===== config.mk =====
export PLATFORM = sky130hd
export DESIGN_NAME = control_sequencer
export DESIGN_NICKNAME = d
export VERILOG_FILES = /design/src/rtl/control_sequencer.sv
export SDC_FILE = /design/constraint.sdc
export NUM_CORES = 1
export LEC_CHECK = 0
export ABC_AREA = 1
export ABC_CLOCK_PERIOD_IN_PS = 1800
export CAP_MARGIN = 25
export CORE_UTILIZATION = 30
export DETAILED_ROUTE_END_ITERATION = 10
export HOLD_SLACK_MARGIN = 0.15
export PLACE_DENSITY = 0.67
export SLEW_MARGIN = 0
export SYNTH_ARGS = -nofsm -noshare
export SYNTH_HDL_FRONTEND = slang
export SYNTH_SLANG_ARGS = --single-unit

===== constraint.sdc =====
create_clock -name clk -period 1.8 [get_ports clk]
set_input_delay 0.45 -clock clk [delete_from_list [all_inputs] [get_ports clk]]
set_output_delay 0.45 -clock clk [all_outputs]
set_load 0.01 [all_outputs]

===== src/rtl/control_sequencer.sv =====
// Microcoded T-state sequencer for the 16-bit SAP computer: fetch/execute strobes, carry/zero flags, halt.
// Optional macro CTRL_COND_JUMP_EN enables JC/JZ; when undefined, opcodes 7 and 8 decode as NOP.
module control_sequencer #(
  parameter int unsigned LAST_T = 4
) (
  input  logic       clk,
  input  logic       rst,
  input  logic [3:0] opcode,
  input  logic       alu_carry,
  input  logic       alu_zero,
  output logic       pc_oe,
  output logic       pc_inc,
  output logic       pc_write,
  output logic       mar_we,
  output logic       mem_oe,
  output logic       mem_we,
  output logic       ir_we,
  output logic       ir_oe,
  output logic       a_we,
  output logic       a_oe,
  output logic       b_we,
  output logic       alu_oe,
  output logic       alu_sub,
  output logic       out_we,
  output logic       carry_flag,
  output logic       zero_flag,
  output logic [2:0] t_state,
  output logic       halted
);

  localparam int unsigned TW = 3;

  localparam logic [3:0] OP_LDA = 4'd1;
  localparam logic [3:0] OP_ADD = 4'd2;
  localparam logic [3:0] OP_SUB = 4'd3;
  localparam logic [3:0] OP_STA = 4'd4;
  localparam logic [3:0] OP_LDI = 4'd5;
  localparam logic [3:0] OP_JMP = 4'd6;
  localparam logic [3:0] OP_JC  = 4'd7;
  localparam logic [3:0] OP_JZ  = 4'd8;
  localparam logic [3:0] OP_OUT = 4'd14;
  localparam logic [3:0] OP_HLT = 4'd15;

  typedef enum logic [TW-1:0] {
    T0 = 3'd0,
    T1 = 3'd1,
    T2 = 3'd2,
    T3 = 3'd3,
    T4 = 3'd4
  } tstate_e;

  tstate_e       t_q, t_d;
  logic          halt_q, halt_d;
  logic          carry_q, carry_d;
  logic          zero_q, zero_d;
  logic [TW-1:0] last_c;

  // Final T-state of the current instruction; only meaningful from T2 on.
  always_comb begin
    last_c = TW'(2);
    case (opcode)
      OP_LDA, OP_STA: last_c = TW'(3);
      OP_ADD, OP_SUB: last_c = TW'(LAST_T);
      default:        last_c = TW'(2);
    endcase
  end

  // Next-state: advance, wrap early at the last step, or park in T2 on halt.
  always_comb begin
    t_d     = t_q;
    halt_d  = halt_q;
    carry_d = carry_q;
    zero_d  = zero_q;
    if (!halt_q) begin
      if (t_q == T2 && opcode == OP_HLT) begin
        halt_d = 1'b1;
      end else if (t_q >= T2 && t_q == last_c) begin
        t_d = T0;
      end else begin
        t_d = tstate_e'(t_q + TW'(1));
      end
      if (t_q == T4 && (opcode == OP_ADD || opcode == OP_SUB)) begin
        carry_d = alu_carry;
        zero_d  = alu_zero;
      end
    end
  end

  always_ff @(posedge clk or posedge rst) begin
    if (rst) begin
      t_q     <= T0;
      halt_q  <= 1'b0;
      carry_q <= 1'b0;
      zero_q  <= 1'b0;
    end else begin
      t_q     <= t_d;
      halt_q  <= halt_d;
      carry_q <= carry_d;
      zero_q  <= zero_d;
    end
  end

  // Strobe decode; everything stays low while halted.
  always_comb begin
    pc_oe    = 1'b0;
    pc_inc   = 1'b0;
    pc_write = 1'b0;
    mar_we   = 1'b0;
    mem_oe   = 1'b0;
    mem_we   = 1'b0;
    ir_we    = 1'b0;
    ir_oe    = 1'b0;
    a_we     = 1'b0;
    a_oe     = 1'b0;
    b_we     = 1'b0;
    alu_oe   = 1'b0;
    alu_sub  = 1'b0;
    out_we   = 1'b0;
    if (!halt_q) begin
      case (t_q)
        T0: begin
          pc_oe  = 1'b1;
          mar_we = 1'b1;
        end
        T1: begin
          mem_oe = 1'b1;
          ir_we  = 1'b1;
          pc_inc = 1'b1;
        end
        T2: begin
          case (opcode)
            OP_LDA, OP_ADD, OP_SUB, OP_STA: begin
              ir_oe  = 1'b1;
              mar_we = 1'b1;
            end
            OP_LDI: begin
              ir_oe = 1'b1;
              a_we  = 1'b1;
            end
            OP_JMP: begin
              ir_oe    = 1'b1;
              pc_write = 1'b1;
            end
`ifdef CTRL_COND_JUMP_EN
            OP_JC: begin
              ir_oe    = carry_q;
              pc_write = carry_q;
            end
            OP_JZ: begin
              ir_oe    = zero_q;
              pc_write = zero_q;
            end
`endif
            OP_OUT: begin
              a_oe   = 1'b1;
              out_we = 1'b1;
            end
            default: ;
          endcase
        end
        T3: begin
          case (opcode)
            OP_LDA: begin
              mem_oe = 1'b1;
              a_we   = 1'b1;
            end
            OP_ADD, OP_SUB: begin
              mem_oe = 1'b1;
              b_we   = 1'b1;
            end
            OP_STA: begin
              a_oe   = 1'b1;
              mem_we = 1'b1;
            end
            default: ;
          endcase
        end
        T4: begin
          if (opcode == OP_ADD || opcode == OP_SUB) begin
            alu_oe  = 1'b1;
            a_we    = 1'b1;
            alu_sub = (opcode == OP_SUB);
          end
        end
        default: ;
      endcase
    end
  end

  assign carry_flag = carry_q;
  assign zero_flag  = zero_q;
  assign t_state    = t_q;
  assign halted     = halt_q;

endmodule


-- After elaboration in Yosys (flattened, before gate mapping)
Cells that the tools add are included.
- output and inout port bits: 20
- register bits after elaboration: 6
- reductions and logical operators: 12
- equal/unequal tests: 13
- order comparisons: 1
- multiplexer cells: 41
- bitwise gates (word level): 2
- add/sub/neg operators: 1
- operators by type and width (cell ; number):
    2-to-1 mux 1 bit ; 35
    equality test 4 x 3 -> 1 bit (second input constant) ; 3
    equality test 4 x 2 -> 1 bit (second input constant) ; 2
    equality test 4 bit (second input constant) ; 2
    equality test 3 x 2 -> 1 bit (second input constant) ; 2
    case mux 1 bit (2 select lines) ; 3
    case mux 3 bit (2 select lines) ; 1
    OR reduction 6 bit ; 1
    equality test 4 x 1 -> 1 bit (second input constant) ; 1
    AND reduction 2 bit ; 2
    OR reduction 2 bit ; 2
    OR reduction 4 bit ; 1
    adder 3 x 1 -> 3 bit (second input constant) ; 1
    equality test 3 x 1 -> 1 bit (second input constant) ; 1
    equality test 3 bit ; 1
    equality test 3 bit (second input constant) ; 1
    >= comparator 3 x 2 -> 1 bit (second input constant) ; 1
    logical AND 1 bit ; 3
    logical NOT 3 bit ; 1
    2-to-1 mux 3 bit ; 1
    case mux 1 bit (3 select lines) ; 1
    OR reduction 3 bit ; 1
    inverter 1 bit ; 2
    logical OR 1 bit ; 1

-- Longest topological paths before layout
- depth after elaboration: 6
- gate-level depth with buffers: 9
- depth with buffers taken out: 9

-- Least setup slack after synthesis
OpenSTA, ideal clock, no wires.
- path type: reg2out
- start: register t_q[0] (netlist: t_state[0])
- end: output port a_we
- data required time: 1.350 ns
- path buffers: 0
- slack: 0.150 ns
- cell stages (with the launch flop): 8
- arrival: 1.200 ns
- cells stage by stage: dfrtp_1 -> inv_1 -> ha_1 -> inv_1 -> nor2_1 -> nand3_1 -> nand2_1 -> o21a_1
- cells in the longest elaborated chain, start to end: 3
- elaborated cells between the ends (all ways): 5
- those cells by class: eq/ne (3); mux (2)
- ends and longest elaborated chain (element ; RTL line ; text):
    start, declared ; 52 ; tstate_e t_q, t_d;
    start signal, assigned ; 96 ; t_q <= t_d;
    equality test 3 bit or equality test 3 x 2 -> 1 bit (tied branches) ; 120 ; case (t_q)
    case mux 1 bit (3 select lines) (*) ; 120 ;
    2-to-1 mux 1 bit (*) ; 119 ; if (!halt_q) begin
    end, declared ; 19 ; output logic a_we,
Mark *: on every way between the ends. The rest lies on a longest branch, timed or not.

-- Final worst setup path
- start: register t_q[1] (netlist: t_state[1])
- end: output port a_we
Same word-level chain as after synthesis.

==> flow_metrics.py <==
metrics = {
    "synth": {
        "ys_ff_latch": 6,
        "synthFlopType": "dfrtp_1",
        "postSynthAreaPerCell_um2": 6.546,
        "syn_nets": 108,
        "synth.area.mux_share": 0,
        "yosys.area.top_type_share": 0.2414,
        "synthAdderAreaFrac": 0.1006,
        "synth_top_area_cell": "dfrtp_1",
        "async_flop_share": 1.000,
        "synth_most_common_cell": "nand2_1",
        "synth_top_family_by_area": "simple AND/OR/NAND/NOR gates",
        "ys.warnings.count": 0,
        "synth-xor-area-share": 0,
        "synth-simple-area-share": 0.4386,
        "synth_cell_types": 24,
        "synth_common_cells": "nand2_1 (28), nor2_1 (15), inv_1 (11)",
        "syn_area_um2": 621.8,
        "ys_seq_area_frac": 0.2414,
        "synthCells": 95,
        "synth_area_leaders": "dfrtp_1 (24%), nand2_1 (17%), ha_1 (10%), nor2_1 (9.1%), inv_1 (6.6%)",
        "synth_compound_area_frac": 0.1087,
        "synth_edf_count": 0,
    },
    "drt": {
        "vias_per_cell": 4.233,
        "drt_pre_antenna_iters": 3,
        "wl_per_cell_um": 10.95,
        "drt_iter0_drc": 1,
        "routed_wl_mm": 1.928,
        "postRouteAntennaNets": 0,
        "route.detailed.drc": 0,
        "vias": 745,
    },
    "die": {
        "io_pins": 28,
        "die_area_mm2": 0.002259,
        "die_w_um": 47.53,
        "initial_utilization": 0.3170,
        "die_h_um": 47.53,
        "num_rows": 16,
        "coreArea_mm2": 0.001962,
    },
    "layout": {
        "drive_gt1_frac": 0.5906,
        "final_area_mm2": 0.001201,
        "nNetsFinal": 164,
        "antenna_cells": 0,
        "syn_to_final_growth_pct": 93.16,
        "nFillCells": 201,
        "stdcell_count": 176,
    },
    "setup_path": {
        "regToRegSetupSlack_ns": 0.35,
        "critPathMaxStageDelay_ns": 0.47,
        "crit_path_frequent_cell": "ha_4",
        "critical_path_class": "flop to primary output",
        "cpMaxStageDelayCell": "dfrtp_2",
        "reg2reg_from": "t_state[0]$_DFFE_PP0P_",
        "r2r-end": "t_state[2]$_DFFE_PP0P_",
        "start_kind": "flop",
        "cp.arrival_ns": 1.46,
        "crit_required_ns": 1.35,
        "critPathMaxFanout": 5,
        "critPathCaptureType": "primary output",
        "cp_cell_sequence": "ha_4 -> ha_4 -> nand3_2 -> nand2_1 -> o21a_1 -> buf_2",
        "reg2regPathDepth": 9,
    },
    "sta": {
        "relSlewSlack": 0.8501,
        "worst_pin_slew_ns": 0.2248,
        "skew_ns": 0.001455,
        "layout_min_cycle_time_ns": 1.906,
        "fmax_ghz": 0.5248,
        "rsz0062_at_grt": "yes",
        "finalCritPeriodShare": 1.059,
        "setup_viol": 13,
        "whs_ns": 0.4159,
        "worst_slack_ns": -0.1056,
        "hold_violations": 0,
        "finalMaxSlewViolations": 0,
    },
    "job": {
        "maxCapViolations": 0,
    },
    "clock_tree": {
        "cts.sinks": 6,
        "clock_path_buffers": 2,
        "cts_made_buffers": 3,
        "ctsRootBufferMaster": "clkbuf_4",
        "clock_latency_ns": 0.24,
        "postCtsHoldBufs": 0,
        "clkTransAtPathRegs_ns": 0.04,
        "cts_tree": "built",
        "htree_levels": 1,
    },
    "pwr": {
        "netSwitchingFraction": 0.2384,
        "vdd_drop_max_mv": 0.3076,
        "power.switching_uw": 76.53,
        "p_leak_uw": 0.0006134,
        "powerDensity_mw_per_mm2": 267.3,
        "pwr-share-seq": 0.422,
        "p_comb_frac": 0.213,
        "power.internal_uw": 244.5,
        "pwr-share-clk": 0.365,
    },
    "place": {
        "hpwlAfterDp_mm": 1.388,
        "gp_congestion": 0.8017,
        "port_buffers": 27,
        "dp.cells": 167,
        "post_dp_cell_area_mm2": 0.001061,
    },
    "global_route": {
        "grt_pass1_wl_mm": 2.953,
        "grt_max_degree": 7,
        "first_global_vias": 720,
        "grt_overflow_total": 0,
        "grt_usage": 0.1877,
        "antenna_found_initial": 0,
    },
    "outcome": {
        "violations": "negative setup slack",
        "status": "finished with violations",
    },
    "worst_hold_path": {
        "worstHoldPathType": "input pin to asynchronous set/reset pin",
    },
}
==> cells by family (layout without fill, tap and decap cells) <==
group           after synthesis  count (layout)
simple gates                 59              59
buf+inv                      17              71
compound gates                8               8
flops                         6               6
fa+ha+maj                     5               5
==> per-stage QoR <==
stage               utilization  power (µW)  TNS [ns]  setup slack, ns
global route             0.6122       335.0    -1.360          -0.1733
finish                   0.6122       321.1   -0.4812          -0.1056
floorplan                     -       161.8         0           0.1503
CTS                      0.6001       329.4   -0.5230          -0.1092
detailed placement       0.5408       195.9    -7.714          -0.7365
global placement         0.5408       194.8    -7.215          -0.6949
==> power groups by stage <==
stage | clock, µW | sequential, µW | combinational [µW]
floorplan | 0 | 137 | 24.5
finish | 117 | 135 | 68.4
CTS | 127 | 135 | 67.1
global placement | 0 | 137 | 57.5
detailed placement | 0 | 137 | 58.6
global route | 125 | 135 | 74.5
==> critical path, delay by kind of cell (launching register included) <==
family                   cells  cell delay, ns
flip-flops                   1            0.47
adder cells (fa/ha/maj)      2            0.36
AO/OA/AOI/OAI                1            0.15
buffers and inverters        1            0.13
AND/OR/NAND/NOR              2            0.11
==> area by class of cell <==
| type | instances | area [µm²] | share of cell area |
|---|---|---|---|
| multi-input cells | 72 | 533.0 | 0.4438 |
| clock buffers | 3 | 22.52 | 0.01875 |
| well taps | 27 | 33.78 | 0.02813 |
| flip-flops and latches | 6 | 152.6 | 0.1271 |
| repair buffers | 52 | 390.4 | 0.3250 |
| inverters | 16 | 68.82 | 0.05729 |
==> routing by layer <==
metal	track usage	wire (µm)
met5	0	0
met4	0.1167	0
met3	0.03396	86
met2	0.3452	1046
met1	0.1959	795
==> flip-flops by register name, indices dropped and copies added (netlist names) <==
name / flops
carry_flag: 1
halted: 1
t_state: 3
zero_flag: 1
==> how the worst max path moves through the flow <==
stage	from	end	slack (ns)	cells past startpoint
finish	t_state[1]$_DFFE_PP0P_	a_we	-0.11	6
global route	t_state[1]$_DFFE_PP0P_	a_we	-0.17	6
CTS	t_state[1]$_DFFE_PP0P_	a_we	-0.11	6
detailed placement	opcode[2]	ir_oe	-0.74	7
global placement	opcode[3]	alu_sub	-0.69	7
floorplan	t_state[0]$_DFFE_PP0P_	a_we	0.15	7
==> cell usage in the layout (no fill, tap or decap), drive strengths merged <==
| cell type | instances |
|---|---|
| clkdlybuf4s15 | 3 |
| o21ai | 3 |
| dfrtp | 6 |
| clkbuf | 4 |
| buf | 39 |
| and2 | 1 |
| a21oi | 1 |
| o21a | 1 |
| dlygate4sd2 | 3 |
| nand2 | 32 |
| and3 | 1 |
| clkinv | 1 |
| nand3 | 5 |
| nand4 | 1 |
| nor2 | 19 |
| inv | 15 |
| o22ai | 3 |
| clkdlybuf4s50 | 6 |
| ha | 5 |
==> timing repair <==
item | in CTS | in global routing
pin swaps | 17 | 7
buffers inserted | 5 | 2
gates resized for setup | 98 | 13
setup endpoints to repair | 14 | 14
No activity file was read; power rests on OpenSTA's default activity.
